**config.mk**
```make
export PLATFORM = sky130hd
export DESIGN_NAME = m_sram_req_sched
export DESIGN_NICKNAME = d
export VERILOG_FILES = /design/src/rtl/m_sram_req_sched.sv
export SDC_FILE = /design/constraint.sdc
export NUM_CORES = 1
export LEC_CHECK = 0
export BUFFER_PORTS_ARGS = -buffer_cell sky130_fd_sc_hd__buf_2
export CELL_PAD_IN_SITES_DETAIL_PLACEMENT = 1
export CELL_PAD_IN_SITES_GLOBAL_PLACEMENT = 1
export CORE_ASPECT_RATIO = 0.8
export CORE_MARGIN = 3
export CORE_UTILIZATION = 41
export DETAILED_ROUTE_END_ITERATION = 7
export PLACE_DENSITY = 0.91
export SYNTH_ARGS = -nofsm -noshare
export SYNTH_HDL_FRONTEND = slang
export SYNTH_SLANG_ARGS = --single-unit
```
**constraint.sdc**
```tcl
create_clock -name clk_in -period 8.4 [get_ports clk_in]
set_clock_uncertainty 0.1 [all_clocks]
set_input_delay 0.42 -clock clk_in [delete_from_list [all_inputs] [get_ports clk_in]]
set_output_delay 0.42 -clock clk_in [all_outputs]
set_load 0.05 [all_outputs]
```
**src/rtl/m_sram_req_sched.sv**
```systemverilog
// m_sram_req_sched: arbitrates camera-write and display-read bursts onto the shared SRAM controller.
// Define SRAM_SCHED_TIMEOUT_EN to bound busy states by TIMEOUT cycles and raise a sticky timeout_err.
module m_sram_req_sched #(
    parameter int                ADDR_W      = 24,
    parameter int                LVL_W       = 10,
    parameter int                BURST_LEN   = 16,
    parameter logic [ADDR_W-1:0] FRAME_WORDS = 24'd307200,
    parameter logic [LVL_W-1:0]  WR_URGENT   = 10'd768,
    parameter int                TIMEOUT     = 1023
) (
    input  logic              clk_in,
    input  logic              rst_n,
    input  logic [LVL_W-1:0]  wr_fifo_level,
    input  logic [LVL_W-1:0]  rd_fifo_free,
    input  logic              rd_enable,
    input  logic              ctrl_fifo_rd_en,
    input  logic              ctrl_fifo_wr_en,
    output logic              wr_req,
    output logic [ADDR_W-1:0] sram_waddr,
    output logic              rd_req,
    output logic [ADDR_W-1:0] sram_raddr,
    output logic              busy,
    output logic              wr_frame_done,
    output logic              rd_frame_done,
    output logic              timeout_err
);
    localparam int                CNT_W  = $clog2(BURST_LEN) + 1;
    localparam logic [LVL_W-1:0]  BL_LVL = LVL_W'(BURST_LEN);
    localparam logic [ADDR_W-1:0] BL_ADR = ADDR_W'(BURST_LEN);

    typedef enum logic [2:0] {IDLE, WR_ISSUE, WR_BUSY, RD_ISSUE, RD_BUSY, GAP} state_t;

    state_t            state;
    logic              last_rd;
    logic [CNT_W-1:0]  cnt;
    logic              wr_ok, rd_ok, pick_wr, pick_rd, beat, done;
    logic [ADDR_W-1:0] addr_cur, addr_nxt;

    always_comb begin
        wr_ok    = wr_fifo_level >= BL_LVL;
        rd_ok    = rd_enable && rd_fifo_free >= BL_LVL;
        // urgent level, sole eligibility, or round-robin turn all resolve to write
        pick_wr  = wr_ok && (wr_fifo_level >= WR_URGENT || !rd_ok || last_rd);
        pick_rd  = rd_ok && !pick_wr;
        beat     = state == WR_BUSY ? ctrl_fifo_rd_en : state == RD_BUSY ? ctrl_fifo_wr_en : 1'b0;
        done     = beat && cnt + 1'b1 == CNT_W'(BURST_LEN);
        addr_cur = state == WR_BUSY ? sram_waddr : sram_raddr;
        addr_nxt = addr_cur + BL_ADR == FRAME_WORDS ? '0 : addr_cur + BL_ADR;
    end

`ifdef SRAM_SCHED_TIMEOUT_EN
    localparam int TO_W = $clog2(TIMEOUT + 1);
    logic [TO_W-1:0] tcnt;
    logic            tmo;
    assign tmo = (state == WR_BUSY || state == RD_BUSY) && tcnt == TO_W'(TIMEOUT - 1);
`else
    // TIMEOUT is never negative, so the flag is constant 0 in this build
    assign timeout_err = TIMEOUT < 0;
`endif

    always_ff @(posedge clk_in or negedge rst_n) begin
        if (!rst_n) begin
            state         <= IDLE;
            last_rd       <= 1'b1;
            cnt           <= '0;
            wr_req        <= 1'b0;
            rd_req        <= 1'b0;
            busy          <= 1'b0;
            sram_waddr    <= '0;
            sram_raddr    <= '0;
            wr_frame_done <= 1'b0;
            rd_frame_done <= 1'b0;
`ifdef SRAM_SCHED_TIMEOUT_EN
            tcnt          <= '0;
            timeout_err   <= 1'b0;
`endif
        end else begin
            wr_req        <= 1'b0;
            rd_req        <= 1'b0;
            wr_frame_done <= 1'b0;
            rd_frame_done <= 1'b0;
            cnt           <= cnt + CNT_W'(beat);
`ifdef SRAM_SCHED_TIMEOUT_EN
            tcnt          <= (state == WR_BUSY || state == RD_BUSY) ? tcnt + 1'b1 : '0;
`endif
            case (state)
                IDLE: begin
                    if (pick_wr || pick_rd) begin
                        state   <= pick_wr ? WR_ISSUE : RD_ISSUE;
                        wr_req  <= pick_wr;
                        rd_req  <= pick_rd;
                        last_rd <= pick_rd;
                        busy    <= 1'b1;
                        cnt     <= '0;
                    end
                end
                WR_ISSUE: state <= WR_BUSY;
                RD_ISSUE: state <= RD_BUSY;
                WR_BUSY, RD_BUSY: begin
                    if (done) begin
                        state <= GAP;
                        if (state == WR_BUSY) sram_waddr <= addr_nxt;
                        else sram_raddr <= addr_nxt;
                        wr_frame_done <= state == WR_BUSY && addr_nxt == '0;
                        rd_frame_done <= state == RD_BUSY && addr_nxt == '0;
                    end
`ifdef SRAM_SCHED_TIMEOUT_EN
                    else if (tmo) begin
                        state       <= GAP;
                        timeout_err <= 1'b1;
                    end
`endif
                end
                default: begin
                    state <= IDLE;
                    busy  <= 1'b0;
                end
            endcase
        end
    end
endmodule
```
[Word-level counts from Yosys, hierarchy flattened]
Cells that the tools add are included.
Operators by class
  add/sub/neg operators: 3
  magnitude comparators: 3
  eq/ne operators: 8
  multiplexer cells: 20
  bitwise operators: 2
  reductions and logical operators: 20
Operator list (number)
  2-to-1 mux 24 bit: 2
  adder 24 x 5 -> 24 bit (second input constant): 1
  == test 24 x 19 -> 1 bit (second input constant): 1
  logical NOT 24 bit: 1
  >= comparator 10 x 5 -> 1 bit (second input constant): 2
  case mux 3 bit (4 select lines): 1
  2-to-1 mux 1 bit: 11
  >= comparator 10 bit (second input constant): 1
  2-to-1 mux 5 bit: 2
  == test 3 x 2 -> 1 bit (second input constant): 2
  logical AND 1 bit: 6
  2-to-1 mux 3 bit: 2
  AND reduction 2 bit: 3
  AND reduction 3 bit: 2
  adder 5 x 1 -> 5 bit: 1
  adder 5 x 1 -> 5 bit (second input constant): 1
  == test 5 bit (second input constant): 1
  inequality test 2 bit (second input constant): 2
  OR reduction 4 bit: 1
  == test 3 x 1 -> 1 bit (second input constant): 1
  == test 3 bit (second input constant): 1
  logical NOT 3 bit: 1
  logical OR 1 bit: 3
  logical NOT 1 bit: 2
  4 further kinds: 5
Word-level totals
  register bits after elaboration: 62
  bits of input ports: 25
  output and inout bits: 54
  logic and storage cells: 66

[Logic depth before layout (Yosys ltp)]
  word-level depth: 11
  gate-level depth with buffers: 18
  depth with buffers taken out: 12

[Least setup slack after synthesis]
Ideal clock, no wire load.
  path kind: register -> register
  start point: reg state[0]
  end point: reg sram_waddr[12]
  library setup time: 147 ps
  arrival: 4185 ps
  data required time: 8153 ps
  path slack: 3968 ps
  stages on the path, launching flop included: 19
  buffers on the path: 6
  period minus slack after synthesis: 4432 ps
  cell sequence: dfrtp_1 clkbuf_1 or3b_4 buf_6 buf_2 buf_1 buf_2 nand2_1 nand2_1 ha_1 clkbuf_1 nand4_1 nor3_1 nor2_2 o32ai_1 nand4_1 or4_4 nor4_2 a211oi_1
Between the ends
  longest elaborated chain between the ends: 5
  elaborated cells between the ends (all ways): 11
  those cells by class: add/sub (1); eq/ne (3); mux (4); reduce/logical (3)
Ends and longest elaborated chain
  start, declared: line 33  | state_t state;
  start signal, assigned: line 89  | state <= pick_wr ? WR_ISSUE : RD_ISSUE;
  == test 3 x 2 -> 1 bit or == test 3 bit (tied branches)
  2-to-1 mux 24 bit or 2-to-1 mux 1 bit (tied branches): line 47, 45
  adder 24 x 5 -> 24 bit or 2-to-1 mux 1 bit (tied branches): line 48, 45
  == test 24 x 19 -> 1 bit or logical AND 1 bit (tied branches): line 48, 46
  2-to-1 mux 24 bit or AND reduction 3 bit (tied branches)
  end signal, assigned: line 102  | if (state == WR_BUSY) sram_waddr <= addr_nxt;
  end, declared: line 19  | output logic [ADDR_W-1:0] sram_waddr,
Several ways; a longest one is shown, not always the timed one.
A chain may end at the register's enable or synchronous reset.

[Worst setup path after layout]
  start point: reg state[1]
  end point: reg sram_waddr[15]
Same word-level chain as after synthesis.

==> results by group <==
Status
  – Result of the run: finished, final reports clean

Clocking
  – Total CTS buffers: 9
  – Clk pin slew, worst setup/hold paths: 70 ps
  – Hold-fix buffers at CTS: 0
  – Worst-Skew Late Latency: 350 ps
  – Number of buffers on the longest clock path: 2
  – CTS tree: yes
  – Sinks on Clock Net: 62
  – CTS resizes: 0
  – # H-tree levels: 3
  – Master cell of the clock root buffer: clkbuf_8
  – Post-CTS Setup Inserts: 0

Route
  – Post-detailed-route count of antenna-violating nets: 0
  – Vias post-DR: 3271
  – First DRT Iteration DRCs: 172
  – Drt total wl: 10500 µm
  – Residual DRC: 0
  – Post-detailed-route via-to-cell ratio: 5.81
  – Router iterations before antenna repair: 4
  – Drt wl/cell: 18.7 µm

Placed design
  – Detailed Place HPWL: 7350 µm
  – Final RePlAce weighted congestion: 0.957
  – Placement Cell Area: 3890 µm²
  – Number of input and output port buffers inserted: 69

Worst setup path
  – Critical path launch point type: register
  – Register-to-register setup slack: 3370 ps
  – Worst path arrival time: 5130 ps
  – CP Cell Sequence: or3b_4 -> nand2_1 -> nand2_1 -> ha_1 -> nand4_1 -> nor3_1 -> nor2_2 -> o32ai_1 -> nand4_1 -> or4_4 -> nor4_2 -> nor2_1
  – Critical-path cell with the highest stage delay: or3b_4
  – Launch point of the worst reg-to-reg path: state[1]
  – Max FO, Critical Path: 38
  – Slowest Stage Delay on Critical Path: 650 ps
  – Critical path data required time: 8500 ps
  – Crit Reg-Reg Endpoint: sram_waddr[15]
  – Reg2reg path depth: 12
  – Critical path's top delay family: simple AND/OR/NAND/NOR gates
  – Critical Path End Type: register
  – Category of the most critical setup path: register to register
  – Combined buffer and inverter count along the critical path: 0

Timing
  – Transition time at the pin with the least slew margin: 841 ps
  – Pins over their slew limit: 0
  – Unrepaired setup endpoints after global routing: no
  – Final period utilization: 59.9%
  – Endpoints failing hold: 0
  – Setup tns final: 0 ps
  – Relative max-transition margin: 43.8%
  – Post-layout minimum cycle time: 5030 ps
  – Peak Freq: 0.199 GHz
  – Number of failing setup endpoints in the final timing report: 0

Layout
  – Post-layout net count: 478
  – Share of post-route cells with drive strength above 1: 23.3%
  – Diodes inserted: 0
  – Final instance area: 4160 µm²
  – Synth-to-Final Area Change: 19.0%

Logic synthesis
  – Most frequently used flop master after synthesis: dfrtp_1
  – Fraction of post-synthesis cell area in the top cell type by area: 43.6%
  – Yosys synthesis warning count: 0
  – Number of register bits inferred by synthesis: 62
  – Cells after Synth: 391
  – Ranking of synthesized cells by instance count: dfrtp_1 (61), nor2_1 (53), nand2_1 (46)
  – Library cell occupying the most area in the post-synthesis netlist: dfrtp_1
  – Total nets after synthesis: 419
  – Most frequent cell after synthesis: dfrtp_1
  – Portion of the post-synthesis area used by sequential elements: 44.4%
  – Cell variety after synth: 56
  – Number of synthesized flops with an enable pin: 0
  – Mean instance size in the synthesized netlist: 8.95 µm²
  – Synthesized cell area: 3500 µm²
  – Ranking of synthesized cells by area: dfrtp_1 (44%), nor2_1 (5.7%), nand2_1 (4.9%)
  – Post-synthesis async set-or-reset flop share: 100%

Floorplan
  – Die X: 109 µm
  – Starting density of the core: 43.0%
  – Die area: 9680 µm²
  – Num ports: 79
  – Vertical die dimension: 88.6 µm
  – Core outline area: 8130 µm²
  – Rows: 29

Global routing
  – Wire length of the first global-routing pass: 17800 µm
  – Sum of overflow across all layers after global routing: 0
  – Initial antenna violation count: 0
  – Global-route usage over all layers: 23.5%
  – Via count of the first global-routing pass: 3519
  – Pin count of the biggest net entering global routing: 63

Min path
  – Type of the worst min-delay path: input port to asynchronous set/reset pin

Power
  – Power density over the cells: 222 nW/µm²
  – Standby leakage power: 1.97 nW
  – Maximum VDD drop: 0.104 mV

Flow run
  – Count of maximum capacitance violations: 0
sequential cells by signal, summed over array words and instances, names as in the netlist:
| name | cells |
|---|---|
| sram_raddr | 24 |
| sram_waddr | 24 |
| cnt | 5 |
| state | 3 |
| busy | 1 |
| last_rd | 1 |
| rd_frame_done | 1 |
| rd_req | 1 |
| wr_frame_done | 1 |
| wr_req | 1 |
how the worst max path moves through the flow:
stage / cells past startpoint / end / startpoint / slack [ps]
floorplan: 18 / sram_waddr[12] / state[0] / 3970
global placement: 12 / sram_raddr[4] / state[2] / 3750
detailed placement: 12 / sram_waddr[12] / state[1] / 3460
CTS: 12 / sram_waddr[15] / state[2] / 3390
global route: 12 / sram_waddr[15] / state[2] / 2950
finish: 12 / sram_waddr[15] / state[1] / 3370
power breakdown:
group          switching, mW  internal (mW)  leakage, nW
clock network          0.123          0.235        0.132
registers             0.0194          0.316        0.847
logic                  0.152         0.0797        0.993
metal layers:
| layer | track usage, % | routed length, µm |
|---|---|---|
| met2 | 39.1 | 5160 |
| met5 | 0 | 0 |
| met4 | 8.49 | 257 |
| met3 | 6.78 | 657 |
| met1 | 29.3 | 4440 |
logic make-up (layout without fill, tap and decap cells):
logic type | after synthesis | count (layout) | synth area share (%)
fa+ha+maj | 3 | 3 | 1.07
compound gates | 67 | 67 | 11.7
xor+xnor | 34 | 34 | 8.51
mux | 16 | 16 | 4.83
other cells | 1 | 1 | 0.107
flops | 62 | 62 | 44.4
buf+inv | 29 | 93 | 3.72
simple gates | 179 | 179 | 25.7
final cells by class:
| class | count | area, µm² |
|---|---|---|
| Tap cell | 108 | 135 |
| Multi-Input combinational cell | 300 | 1820 |
| Clock inverter | 6 | 133 |
| Clock buffer | 10 | 138 |
| Fill cell | 984 | 3960 |
| Inverter | 4 | 15.0 |
| Sequential cell | 62 | 1550 |
| Timing Repair Buffer | 73 | 375 |
layout by cell type (no fill, tap or decap), types with 4 or more instances in the layout:
cell | synthesis | routed
buf_2 | 2 | 69
o31a_1 | 5 | 5
mux2i_1 | 11 | 11
inv_1 | 4 | 4
nand2_1 | 46 | 46
o21ai_0 | 21 | 21
xnor2_1 | 16 | 16
nor3_1 | 12 | 12
a211oi_1 | 4 | 4
nor2_1 | 53 | 53
bufinv_16 | 0 | 4
nand3_1 | 21 | 21
nor4_1 | 11 | 11
a21oi_1 | 22 | 22
mux2_2 | 4 | 4
xor2_1 | 18 | 18
clkbuf_8 | 0 | 10
nand4_1 | 8 | 8
dfrtp_1 | 61 | 61
buf_4 | 1 | 4
stage by stage:
step           std cells  hold slack [ps]  utilization, %  power, mW  setup WS, ps
2_1_floorplan        391             24.4               -      0.518          3970
3_5_place_dp         547              289            47.9      0.571          3460
4_1_cts              563              160            51.2      0.933          3390
3_3_place_gp         547              280            47.9      0.559          3750
6_report             563              134            51.2      0.926          3370
5_1_grt              563              204            51.2      0.976          2950
Note: power is estimated with default switching activity, not from simulation.
